### src/rtl/fpsu_ret_collect_pkg.sv
// Shared FPU retire-path definitions: default word width, lane encodings and
// the round-robin lane successor used by the retire collector.
package fpsu_ret_collect_pkg;

  localparam int RET_W_DEF = 14;
  localparam int NUM_LANES = 3;

  typedef logic [1:0] lane_t;

  localparam lane_t LANE_U1 = 2'd0;
  localparam lane_t LANE_U3 = 2'd1;
  localparam lane_t LANE_U5 = 2'd2;

  // Successor of a lane in the 0 -> 1 -> 2 -> 0 rotation.
  function automatic lane_t rr_next(input lane_t lane);
    case (lane)
      LANE_U1: rr_next = LANE_U3;
      LANE_U3: rr_next = LANE_U5;
      default: rr_next = LANE_U1;
    endcase
  endfunction

endpackage

### src/rtl/fpsu_ret_fifo.sv
// Per-lane retire FIFO. A push into a full FIFO lands only when the same
// cycle also pops; flush clears pointers/count and drops the cycle's traffic.
module fpsu_ret_fifo #(
  parameter int DEPTH = 4,
  parameter int RET_W = 14
) (
  input  logic                     clk,
  input  logic                     rst,
  input  logic                     flush,
  input  logic                     push,
  input  logic                     pop,
  input  logic [RET_W-1:0]         din,
  output logic                     full,
  output logic                     empty,
  output logic [$clog2(DEPTH):0]   count,
  output logic [RET_W-1:0]         head
);

  localparam int AW = $clog2(DEPTH);
  localparam int CW = AW + 1;

  logic [RET_W-1:0] r_mem [DEPTH];
  logic [AW-1:0]    r_wptr;
  logic [AW-1:0]    r_rptr;
  logic [CW-1:0]    r_count;
  logic             w_push_ok;
  logic             w_pop_ok;

  assign full      = (r_count == CW'(DEPTH));
  assign empty     = (r_count == {CW{1'b0}});
  assign count     = r_count;
  assign head      = r_mem[r_rptr];
  assign w_pop_ok  = pop && !empty && !flush;
  assign w_push_ok = push && !flush && (!full || w_pop_ok);

  // Pointer and occupancy tracking; pointers wrap naturally at DEPTH.
  always_ff @(posedge clk or negedge rst) begin
    if (!rst) begin
      r_wptr  <= {AW{1'b0}};
      r_rptr  <= {AW{1'b0}};
      r_count <= {CW{1'b0}};
    end else if (flush) begin
      r_wptr  <= {AW{1'b0}};
      r_rptr  <= {AW{1'b0}};
      r_count <= {CW{1'b0}};
    end else begin
      if (w_push_ok) r_wptr <= r_wptr + {{(AW-1){1'b0}}, 1'b1};
      if (w_pop_ok)  r_rptr <= r_rptr + {{(AW-1){1'b0}}, 1'b1};
      r_count <= r_count + {{AW{1'b0}}, w_push_ok} - {{AW{1'b0}}, w_pop_ok};
    end
  end

  // Storage array, deliberately left without reset.
  always_ff @(posedge clk) begin
    if (w_push_ok) r_mem[r_wptr] <= din;
  end

endmodule

### src/rtl/fpsu_ret_collect.sv
// Collects retire words from the three FP store/shuffle lanes and presents
// them one at a time through a round-robin arbiter with a hold-until-accept lock.
module fpsu_ret_collect
  import fpsu_ret_collect_pkg::*;
#(
  parameter int DEPTH = 4,
  parameter int RET_W = RET_W_DEF
) (
  input  logic             clk,
  input  logic             rst,
  input  logic             flush,
  input  logic [RET_W-1:0] u1_ret,
  input  logic [RET_W-1:0] u3_ret,
  input  logic [RET_W-1:0] u5_ret,
  input  logic             u1_ret_en,
  input  logic             u3_ret_en,
  input  logic             u5_ret_en,
  output logic             ret_valid,
  input  logic             ret_ready,
  output logic [RET_W-1:0] ret_data,
  output logic [1:0]       ret_lane,
  output logic [2:0]       ovf,
  output logic             busy
);

  localparam int CW = $clog2(DEPTH) + 1;

  logic [2:0]       w_push;
  logic [2:0]       w_pop;
  logic [2:0]       w_full;
  logic [2:0]       w_empty;
  logic [3:0]       w_ne;
  logic [RET_W-1:0] w_din  [NUM_LANES];
  logic [RET_W-1:0] w_head [NUM_LANES];
  logic [CW-1:0]    w_count [NUM_LANES];
  lane_t            w_c0, w_c1, w_c2, w_pick, w_winner;
  logic [RET_W-1:0] w_head_sel;
  logic             w_accept;

  lane_t            r_rr_ptr;
  logic             r_lock;
  lane_t            r_lock_lane;
  logic [2:0]       r_ovf;

  assign w_push   = {u5_ret_en, u3_ret_en, u1_ret_en};
  assign w_din[0] = u1_ret;
  assign w_din[1] = u3_ret;
  assign w_din[2] = u5_ret;

  for (genvar g = 0; g < NUM_LANES; g++) begin : g_lane
    fpsu_ret_fifo #(.DEPTH(DEPTH), .RET_W(RET_W)) u_fifo (
      .clk   (clk),
      .rst   (rst),
      .flush (flush),
      .push  (w_push[g]),
      .pop   (w_pop[g]),
      .din   (w_din[g]),
      .full  (w_full[g]),
      .empty (w_empty[g]),
      .count (w_count[g]),
      .head  (w_head[g])
    );
    assign w_pop[g] = w_accept && (w_winner == 2'(g));
    assign w_ne[g]  = (w_count[g] != {CW{1'b0}});
  end
  assign w_ne[3] = 1'b0;

  assign busy     = ~&w_empty;
  assign w_accept = busy && ret_ready && !flush;

  // Winner: locked lane while a presented word waits, else first non-empty from rr_ptr.
  always_comb begin
    w_c0 = r_rr_ptr;
    w_c1 = rr_next(w_c0);
    w_c2 = rr_next(w_c1);
    if (w_ne[w_c0]) begin
      w_pick = w_c0;
    end else if (w_ne[w_c1]) begin
      w_pick = w_c1;
    end else begin
      w_pick = w_c2;
    end
    if (r_lock) begin
      w_winner = r_lock_lane;
    end else begin
      w_winner = w_pick;
    end
  end

  // Head mux for the winning lane.
  always_comb begin
    case (w_winner)
      LANE_U1: w_head_sel = w_head[0];
      LANE_U3: w_head_sel = w_head[1];
      LANE_U5: w_head_sel = w_head[2];
      default: w_head_sel = {RET_W{1'b0}};
    endcase
  end

  assign ret_valid = busy;
  assign ret_data  = busy ? w_head_sel : {RET_W{1'b0}};
  assign ret_lane  = busy ? w_winner : LANE_U1;
  assign ovf       = r_ovf;

  // Round-robin pointer, grant lock and sticky overflow flags.
  always_ff @(posedge clk or negedge rst) begin
    if (!rst) begin
      r_rr_ptr    <= LANE_U1;
      r_lock      <= 1'b0;
      r_lock_lane <= LANE_U1;
      r_ovf       <= 3'b000;
    end else if (flush) begin
      r_rr_ptr    <= LANE_U1;
      r_lock      <= 1'b0;
      r_lock_lane <= LANE_U1;
      r_ovf       <= 3'b000;
    end else begin
      if (w_accept) r_rr_ptr <= rr_next(w_winner);
      r_lock      <= busy && !ret_ready;
      r_lock_lane <= w_winner;
      r_ovf       <= r_ovf | (w_push & w_full & ~w_pop);
    end
  end

endmodule

### config.mk
export PLATFORM = sky130hd
export DESIGN_NAME = fpsu_ret_collect
export DESIGN_NICKNAME = d
export VERILOG_FILES = /design/src/rtl/fpsu_ret_collect_pkg.sv /design/src/rtl/fpsu_ret_fifo.sv /design/src/rtl/fpsu_ret_collect.sv
export SDC_FILE = /design/constraint.sdc
export NUM_CORES = 1
export LEC_CHECK = 0
export ABC_CLOCK_PERIOD_IN_PS = 5200
export CAP_MARGIN = 5
export CORE_MARGIN = 4
export CORE_UTILIZATION = 60
export CTS_CLUSTER_DIAMETER = 100
export DETAILED_ROUTE_END_ITERATION = 8
export PLACE_DENSITY = 0.82
export SYNTH_ARGS = -nofsm -noshare
export SYNTH_HDL_FRONTEND = slang
export SYNTH_SLANG_ARGS = --single-unit
### constraint.sdc
create_clock -name clk -period 5.2 [get_ports clk]
set_input_delay 1.56 -clock clk [delete_from_list [all_inputs] [get_ports clk]]
set_output_delay 1.56 -clock clk [all_outputs]
set_load 0.01 [all_outputs]
# Word-level counts from Yosys, hierarchy flattened
# Memory sizes are Yosys's and may differ from the RTL's.
# Index checks and enable logic that the tools add are counted.
word_totals:
  word_cells: 127
  out_inout_bits: 21
  ramBits: 168
  mem_count: 3
  ff_bits: 29
mem_list:
  columns: ["memory", "depth", "word_bits", "rd", "rd_ports_with_merged_regs", "wr", "line_no", "rtl"]
  rows:
  - ["g_lane[0].u_fifo.r_mem", 4, 14, 1, 0, 1, "fpsu_ret_fifo.sv:22", "logic [RET_W-1:0] r_mem [DEPTH];"]
  - ["g_lane[1].u_fifo.r_mem", 4, 14, 1, 0, 1, "fpsu_ret_fifo.sv:22", null]
  - ["g_lane[2].u_fifo.r_mem", 4, 14, 1, 0, 1, "fpsu_ret_fifo.sv:22", null]
op_classes:
  addsub: 12
  magnitude_cmp: 2
  bitwise: 4
  eq_ne: 7
  mux: 39
  n_reduce_logical: 47
op_table:
  columns: ["operator", "n"]
  rows:
  - ["$pmux 14 s3", 1]
  - ["$mux 2", 19]
  - ["$logic_and 1x1->1", 18]
  - ["$mux 14", 1]
  - ["$reduce_bool 2->1", 7]
  - ["$add 2x1->2 const B", 6]
  - ["$mux 3", 4]
  - ["$pmux 2 s2", 3]
  - ["$add 3x1->3", 3]
  - ["$eq 3x3->1 const B", 3]
  - ["$logic_not 1->1", 9]
  - ["$logic_not 3->1", 3]
  - ["$mux 1", 9]
  - ["$reduce_bool 3->1", 3]
  - ["$sub 3x1->3", 3]
  - ["$and 3x3->3", 2]
  - ["$eq 2x1->1 const B", 3]
  - ["$logic_not 2->1", 3]
  - ["$lt 2x3->1 const B", 2]
  - ["$bmux 1 s2", 2]
  - ["$logic_or 1x1->1", 3]
  - ["$not 3->3", 1]
  - ["$or 3x3->3", 1]
  - ["$reduce_and 3->1", 1]
  - ["$eq 2x2->1 const B", 1]

# Logic depth before layout (Yosys ltp)
# Gate-level depths: netlist of the first run.
depth:
  word_depth: 16
  ltp_mapped: 14
  depth_no_buf: 12

# By module
# Synthesis of the first run repeated with hierarchy kept, for this count alone.
hier_totals:
  hier_cells: 457
  area_unflattened_um2: 8364.3
by_module_without_submodules:
  columns: ["mod", "cells_per_inst", "n_inst", "area_each_um2", "seq_area_each_um2"]
  rows:
  - ["fpsu_ret_fifo", 118, 3, 2493.6, 1856.8]
  - ["fpsu_ret_collect", 103, 1, 883.3, 200.2]

# Worst setup path after synthesis of the first run
# OpenSTA, ideal clock, no wires.
synth_timing:
  path_type: "input to register"
  start: "input flush"
  end: "register g_lane[0].u_fifo.r_count[2]"
  setup_time_ns: 0.132
  setup_slack_ns: 1.413
  n_path_buf: 1
  t_arrival_ns: 3.656
  path_stages: 12
  path_cell_list: "clkbuf_1 nor2b_1 o211ai_1 nor3_1 ha_1 inv_1 ha_1 inv_1 fa_1 xor2_1 xnor2_1 nor2_1"
synth_via:
  elab_chain_len: 10
  elab_cells_between_ends: 11
synth_lines:
  columns: ["element", "line_no", "rtl"]
  rows:
  - ["from (decl)", "fpsu_ret_collect.sv:11", "input logic flush,"]
  - ["$logic_not 1->1", "fpsu_ret_fifo.sv:33, fpsu_ret_fifo.sv:34, fpsu_ret_collect.sv:69", null]
  - ["$logic_and 1x1->1", "fpsu_ret_collect.sv:69", "assign w_accept = busy && ret_ready && !flush;"]
  - ["$logic_and 1x1->1", "fpsu_ret_collect.sv:63", "assign w_pop[g] = w_accept && (w_winner == 2'(g));"]
  - ["$logic_and 1x1->1 (2 in a row)", "fpsu_ret_fifo.sv:33", "assign w_pop_ok = pop && !empty && !flush;"]
  - ["$logic_or 1x1->1", "fpsu_ret_fifo.sv:34", "assign w_push_ok = push && !flush && (!full || w_pop_ok);"]
  - ["$logic_and 1x1->1", "fpsu_ret_fifo.sv:34", null]
  - ["$add 3x1->3", "fpsu_ret_fifo.sv:49", "r_count <= r_count + {{AW{1'b0}}, w_push_ok} - {{AW{1'b0}}, w_pop_ok};"]
  - ["$sub 3x1->3", "fpsu_ret_fifo.sv:49", null]
  - ["$mux 3 *", "fpsu_ret_fifo.sv:42", "end else if (flush) begin"]
  - ["to (signal assigned)", "fpsu_ret_fifo.sv:41", "r_count <= {CW{1'b0}};"]
  - ["to (signal assigned)", "fpsu_ret_fifo.sv:45", "r_count <= {CW{1'b0}};"]
  - ["to (signal assigned)", "fpsu_ret_fifo.sv:49", null]
  - ["to (decl)", "fpsu_ret_fifo.sv:25", "logic [CW-1:0] r_count;"]
# Mark *: on every way between the ends. The rest lies on a longest branch, timed or not.
# A chain may end at the register's enable or synchronous reset.

# Worst setup path in the final report of the first run
layout_timing:
  start: "register g_lane[1].u_fifo.r_count[1]"
  end: "output ret_data[2]"
layout_via:
  elab_chain_len: 9
  elab_cells_between_ends: 15
layout_lines:
  columns: ["element", "line_no", "rtl"]
  rows:
  - ["from (decl)", "fpsu_ret_fifo.sv:25", null]
  - ["from (signal assigned)", "fpsu_ret_fifo.sv:41", null]
  - ["from (signal assigned)", "fpsu_ret_fifo.sv:45", null]
  - ["from (signal assigned)", "fpsu_ret_fifo.sv:49", null]
  - ["$reduce_bool 3->1", "fpsu_ret_collect.sv:64", "assign w_ne[g] = (w_count[g] != {CW{1'b0}});"]
  - ["$bmux 1 s2", "fpsu_ret_collect.sv:78", "end else if (w_ne[w_c1]) begin"]
  - ["$mux 1 (not written as such)", "fpsu_ret_collect.sv:78", null]
  - ["$mux 2", "fpsu_ret_collect.sv:78", null]
  - ["$mux 2", "fpsu_ret_collect.sv:76", "if (w_ne[w_c0]) begin"]
  - ["$mux 2", "fpsu_ret_collect.sv:83", "if (r_lock) begin"]
  - ["$eq 2x2->1, or another cell as far along", "fpsu_ret_collect.sv:92", "case (w_winner)"]
  - ["$pmux 14 s3", "fpsu_ret_collect.sv:92", null]
  - ["$mux 14 *", "fpsu_ret_collect.sv:101", "assign ret_data = busy ? w_head_sel : {RET_W{1'b0}};"]
  - ["to (decl)", "fpsu_ret_collect.sv:20", "output logic [RET_W-1:0] ret_data,"]
# Mark *: on every way between the ends. The rest lies on a longest branch, timed or not. The select of a mux whose other input is x is not followed.

==> results of run 1 <==
-- layout by cell type, fill, tap and decap left out, types with 2 or more instances in the layout --
cell	instances
fa_1	3
o21a_1	3
o211ai_1	5
clkbuf_16	17
nand2b_1	3
ha_1	18
and2_1	12
nor2b_1	21
clkinvlp_4	3
o31ai_1	2
clkinv_2	5
clkdlybuf4s50_1	69
nor3_2	3
dfrtp_1	29
o21ai_0	18
edfxtp_1	168
xor2_1	3
nor4b_1	2
nor3_1	5
xnor2_1	6
inv_1	20
and3_1	5
nand2_1	13
clkinv_4	2
nand4_1	2
clkinv_1	2
buf_4	7
nor2_1	25
mux2i_1	16
a21oi_1	18
mux4_2	42
nand3_1	2
-- cells by family (layout without fill, tap and decap cells) --
kind of cell,count (synthesis),count (layout),share of synthesized area (%)
AO/OA/AOI/OAI,56,56,4.231
XOR/XNOR,9,9,0.9453
adder cells (fa/ha/maj),21,21,3.421
buffers and inverters,44,128,2.175
flip-flops,197,197,69.20
multiplexers,58,58,13.26
AND/OR/NAND/NOR,100,100,6.767
-- state kept, by name, summed over array words and instances, names as in the netlist --
| register | cells |
|---|---|
| g_lane.u_fifo.r_mem | 168 |
| g_lane.u_fifo.count | 9 |
| g_lane.u_fifo.r_rptr | 6 |
| g_lane.u_fifo.r_wptr | 6 |
| ovf | 3 |
| r_lock_lane | 2 |
| r_rr_ptr | 2 |
| r_lock | 1 |
-- through the flow --
stage          power [µW]  worst slack [ns]  area [µm²]
6_report             5199            0.3637        9744
2_1_floorplan        3194             1.413        8339
3_3_place_gp         3972            0.9052        9204
5_1_grt              5458            0.1970        9744
3_5_place_dp         4032            0.7715        9204
4_1_cts              5228            0.3676        9744
-- power groups by stage --
| stage | combinational, µW | sequential (µW) | clock (µW) |
|---|---|---|---|
| 2_1_floorplan | 1240 | 1960 | 0 |
| 3_3_place_gp | 1990 | 1990 | 0 |
| 3_5_place_dp | 2030 | 2000 | 0 |
| 4_1_cts | 2050 | 1970 | 1210 |
| 5_1_grt | 2190 | 1980 | 1290 |
| 6_report | 2030 | 1970 | 1200 |
-- worst max path at each step --
stage	start	to	slack, ns	cells after the start
after floorplan	flush	g_lane[0].u_fifo.count[2]	1.41	12
after global placement	ret_ready	g_lane[0].u_fifo.count[2]	0.91	12
after detailed placement	ret_ready	g_lane[0].u_fifo.count[2]	0.77	12
after CTS	g_lane[1].u_fifo.count[1]	ret_data[2]	0.37	7
after global routing	g_lane[1].u_fifo.count[1]	ret_data[2]	0.20	7
final	g_lane[1].u_fifo.count[1]	ret_data[2]	0.36	7
-- cell type report --
type | count | area, µm²
Clock buffer | 18 | 429.2
Clock inverter | 14 | 111.4
Fill cell | 829 | 3656
Inverter | 20 | 75.07
Multi-Input combinational cell | 244 | 2395
Sequential cell | 197 | 5771
Tap cell | 176 | 220.2
Timing Repair Buffer | 76 | 743.2
-- routing by layer --
metal	part of all wire (%)	wire [µm]	vias to the layer above
met2	52	8293	142
met1	41	6481	2298
met4	1.6	254	0
li1	-	-	2006
met5	0	0	-
met3	5.1	800	18
==> qor.csv, run 1 <==
stage,metric,value,unit
power,P_int,3459,µW
grt,M1 GR Usage,27.88,%
route,Antenna Nets Post-Route,0,
power,leakage,0.003355,µW
synth,post-synth top area share,60.50,%
floorplanning,io pins,70,
synth,"Seq/Total Area, Yosys",69.20,%
power,Logic pwr share,39.1,%
grt,Global Route Usage Sum,21.16,%
timing,Final Cycle Share,93.01,%
clocking,Max Buffers Root-to-Sink,2,
floorplanning,Initial Utilization,62.23,%
worst_setup_path,delay of the slowest critical-path stage,0.57,ns
layout,area grow syn2layout,16.85,%
job,max-cap viol count,0,
timing,Setup-failing EPs final,0,
floorplanning,Die W,125.9,µm
clocking,Root Driver,clkbuf_16,
worst_setup_path,RR Endpoint,g_lane[1].u_fifo.count[2],
grt,GRT busiest layer,met2,
timing,worst clock skew,0.006411,ns
route,1st-iter DRT viols,410,
placed_design,IO Port Bufs,69,
route,Routed WL,15.83,mm
synth,Synth Area per Inst,17.19,µm²
route,Routed WL per cell,21.25,µm
route,Via density,5.992,
timing,Worst Max-Slew Pin Slew,0.7589,ns
power,Sw Ratio,33.46,%
power,clock power share,23.1,%
timing,clock period minus worst slack,4.836,ns
layout,antenna cells,0,
worst_setup_path,R2R cell count,13,
synth,Async SR Flop Fraction,14.72,%
power,Flop pwr share,37.8,%
floorplanning,Die Footprint,15850,µm²
layout,share of layout cells above drive strength 1,15.29,%
synth,Syn Std Cell Area,8339,µm²
synth,"count leader, synth",edfxtp_1,
timing,Max-slew headroom,49.41,%
clocking,clk slew on worst S/H paths,0.06,ns
clocking,PostCTS Resize Cnt,0,
power,VDD IR-drop max,353.4,µV
grt,first-pass GRT wire length,25.23,mm
synth,Post-synth top cells,"edfxtp_1 (168), mux4_2 (42), dfrtp_1 (29)",
placed_design,Placed Instances,713,
floorplanning,Die Span Y,125.9,µm
outcome,status,completed,
synth,Yosys reg bits,197,
worst_setup_path,worst path bufs/invs,2,
synth,syn_nets,555,
timing,Worst Hold Margin,0.4988,ns
timing,"Hold Vio Cnt, Final",0,
min_path,WHS Path Cells,1,
clocking,Num CTS Buffers,17,
floorplanning,core area,13400,µm²
timing,Max Clock Freq,206.8,MHz
worst_setup_path,Reg2Reg Setup Slack,1.62,ns
worst_setup_path,cell family with most CP delay,compound AO/OA/AOI/OAI gates,
placed_design,DP Wirelength,10.73,mm
worst_setup_path,"Req. time, crit path",3.64,ns
clocking,clk_lat worst skew,0.43,ns
layout,fin cells,745,
grt,vias in the first global route,4593,
worst_setup_path,CP max FO,19,
synth,Gate Count Post-Synth,485,
worst_setup_path,critical path data arrival time,3.28,ns
route,drt drc,0,
power,Psw,1739,µW
grt,met2 Track Usage GR,34.87,%
worst_setup_path,crit-path cells,nor3_4 -> a2bb2oi_2 -> o21a_1 -> buf_4 -> o21ai_0 -> a21oi_1 -> clkdlybuf4s50_1,
route,via count,4464,
synth,largest area contributor in the netlist,edfxtp_1,
placed_design,GP Congestion,0.8698,
grt,initial antenna violation count,0,
synth,synth top area cells,"edfxtp_1 (60%), mux4_2 (11%), dfrtp_1 (8.7%)",
worst_setup_path,"Slowest-stage cell, CP",clkdlybuf4s50_1,
min_path,Hold Path End,ovf[1],
timing,"Slew Viols, Final",0,
synth,Yosys warning count,0,
grt,"Remaining Overflow, GRT",0,
power,PD cells,533.5,nW/µm²
grt,largest net degree at the start of global routing,32,
layout,nets@finish,626,
worst_setup_path,crit start category,register,
synth,"Top FF cell, synth",edfxtp_1,
timing,Setup TNS,0,ns
worst_setup_path,Setup CP Type,register to output port,
floorplanning,Std-Cell Rows,42,
grt,met3 usage,5.546,%
clocking,clock sink total,197,
worst_setup_path,crit path capture type,output port,
route,Detailed Routing Iterations Pass 1,4,
clocking,CTS tree,done,
worst_setup_path,R2R Path Start,g_lane[0].u_fifo.count[2],
clocking,H-tree Lvls,4,
synth,Synth cell types,46,
clocking,CTS Hold Bufs,0,
clocking,Setup Buffers After CTS,0,
synth,"EDFF count, synth",168,
timing,RSZ-0062 raised after global routing,no,
min_path,type of the most critical hold path,register to register,
layout,final core occ,72.72,%
min_path,HP Start,ovf[1],
No activity file was read; power rests on OpenSTA's default activity.
==> run 2, diff against run 1 <==
--- a/config.mk
+++ b/config.mk
@@ -7,11 +7,14 @@
 export LEC_CHECK = 0
 export ABC_CLOCK_PERIOD_IN_PS = 5200
 export CAP_MARGIN = 5
+export CELL_PAD_IN_SITES_DETAIL_PLACEMENT = 1
+export CELL_PAD_IN_SITES_GLOBAL_PLACEMENT = 1
 export CORE_MARGIN = 4
-export CORE_UTILIZATION = 60
+export CORE_UTILIZATION = 53
 export CTS_CLUSTER_DIAMETER = 100
 export DETAILED_ROUTE_END_ITERATION = 8
-export PLACE_DENSITY = 0.82
+export PLACE_DENSITY_LB_ADDON = 0.1
+export SKIP_CTS_REPAIR_TIMING = 1
 export SYNTH_ARGS = -nofsm -noshare
 export SYNTH_HDL_FRONTEND = slang
 export SYNTH_SLANG_ARGS = --single-unit
==> qor.csv, run 2 (same netlist as run 1, synthesis figures left out) <==
stage,metric,value,unit
worst_setup_path,crit start category,register,
clocking,Root Driver,clkbuf_16,
layout,nets@finish,628,
timing,Setup TNS,0,ns
floorplanning,Std-Cell Rows,45,
clocking,clock sink total,197,
floorplanning,Initial Utilization,54.45,%
power,PD cells,542.5,nW/µm²
placed_design,IO Port Bufs,69,
job,max-cap viol count,0,
outcome,status,completed,
timing,"Hold Vio Cnt, Final",0,
floorplanning,core area,15310,µm²
worst_setup_path,"Slowest-stage cell, CP",o21a_1,
layout,antenna cells,0,
timing,Setup-failing EPs final,0,
clocking,Num CTS Buffers,17,
route,Routed WL per cell,22.36,µm
worst_setup_path,Worst Setup SP,g_lane[1].u_fifo.count[1],
route,via count,4374,
layout,"commonest cells after routing, fill and taps aside","edfxtp_1 (168), clkdlybuf4s50_1 (69), mux4_2 (42), dfrtp_1 (29), nor2_1 (25)",
route,drt drc,0,
route,Antenna Nets Post-Route,0,
layout,Reg with most FFs,g_lane.u_fifo.r_mem,
route,Detailed Routing Iterations Pass 1,4,
worst_setup_path,worst setup path end,ret_data[10],
timing,RSZ-0062 raised after global routing,no,
min_path,type of the most critical hold path,register to register,
clocking,Max Buffers Root-to-Sink,2,
power,VDD IR-drop max,346.8,µV
timing,worst clock skew,0.008236,ns
timing,Worst Max-Slew Pin Slew,0.9800,ns
worst_setup_path,Reg2Reg Setup Slack,1.58,ns
layout,share of layout cells above drive strength 1,16.11,%
worst_setup_path,R2R cell count,13,
grt,initial antenna violation count,0,
layout,max reg flops,168,
worst_setup_path,delay of the slowest critical-path stage,0.80,ns
worst_setup_path,crit path capture type,output port,
worst_setup_path,critical path data arrival time,3.35,ns
grt,vias in the first global route,4855,
floorplanning,Die Span Y,133.4,µm
grt,Global Route Usage Sum,21.13,%
layout,design area,9854,µm²
floorplanning,Die W,133.4,µm
worst_setup_path,R2R Path Start,g_lane[1].u_fifo.count[1],
worst_setup_path,crit-path cells,nor3_4 -> a2bb2oi_2 -> o21a_1 -> o21ai_0 -> a21oi_1 -> clkdlybuf4s50_1,
layout,"most common cell after layout, fill and taps aside",edfxtp_1,
worst_setup_path,"Req. time, crit path",3.64,ns
timing,Final Cycle Share,94.43,%
grt,first-pass GRT wire length,27.91,mm
placed_design,area of placed instances,9263,µm²
timing,clock period minus worst slack,4.910,ns
worst_setup_path,CP max FO,31,
clocking,clk_lat worst skew,0.43,ns
clocking,H-tree Lvls,4,
grt,"Remaining Overflow, GRT",0,
worst_setup_path,RR Endpoint,g_lane[1].u_fifo.count[2],
clocking,CTS tree,done,
timing,Max-slew headroom,34.67,%
placed_design,GP Congestion,0.7636,
power,leakage,0.003394,µW
floorplanning,io pins,70,
timing,Max Clock Freq,203.7,MHz
route,Routed WL,17.48,mm
clocking,clk slew on worst S/H paths,0.07,ns
grt,largest net degree at the start of global routing,32,
placed_design,DP Wirelength,12.18,mm
route,1st-iter DRT viols,252,
layout,area grow syn2layout,18.17,%
timing,"Slew Viols, Final",0,
floorplanning,Die Footprint,17800,µm²
route,Via density,5.593,
worst_setup_path,Setup CP Type,register to output port,
-- run 2: cell types whose count changed in the layout (fill, tap and decap cells not counted) --
cell	delta
clkinvlp_4	-2
clkinv_8	+2
inv_6	+2
clkinv_2	-3
clkbuf_1	-1
clkinv_1	-2
clkinv_4	+1
inv_8	+3
buf_4	+2
-- run 2: worst max-delay path: cells and delay by family (launching register included) --
kind,cells,cell delay [ns]
AOI/OAI and AO/OA,4,1.49
buffers and inverters,1,0.58
DFF,1,0.46
and+or+nand+nor,1,0.38
-- run 2: worst min path at each step --
stage	start	end	slack, ns	depth (start not counted)
after global routing	ovf[1]	ovf[1]	0.56	1
after detailed placement	ovf[0]	ovf[0]	0.49	2
after global placement	ovf[1]	ovf[1]	0.48	1
final	ovf[0]	ovf[0]	0.50	2
after floorplan	ovf[0]	ovf[0]	0.53	2
after CTS	ovf[0]	ovf[0]	0.51	2
-- run 2: cell type report --
cell class | instances | area, µm²
clock buffers | 17 | 425.4
inverters | 20 | 75.07
flip-flops and latches | 197 | 5771
repair buffers | 78 | 758.2
multi-input cells | 244 | 2395
clock inverters | 15 | 166.4
well taps | 211 | 264.0
fillers | 1353 | 5460
-- run 2: where the power goes --
part           leakage (µW)  internal (µW)  switching (µW)
registers           0.00192           1860             110
logic               0.00119            958            1130
clock network      0.000289            683             601
-- run 2: metrics by stage --
stage          total power, µW  hold slack [ns]  instances  utilization (%)  worst slack [ns]
2_1_floorplan             3194           0.5264        485                -             1.413
3_5_place_dp              4106           0.4888        750            60.48            0.7850
4_1_cts                   5404           0.5051        782            64.35            0.2711
5_1_grt                   5644           0.5602        782            64.35           0.02981
6_report                  5346           0.4983        782            64.35            0.2897
3_3_place_gp              4055           0.4754        750            60.48            0.8171
-- run 2: layer usage --
metal	track usage (%)	vias to the layer above	part of all wire [%]
li1	-	2016	-
met1	27.39	2257	42
met2	36.06	83	52
met3	4.872	18	3.9
met4	6.343	0	1.5
met5	0	-	0
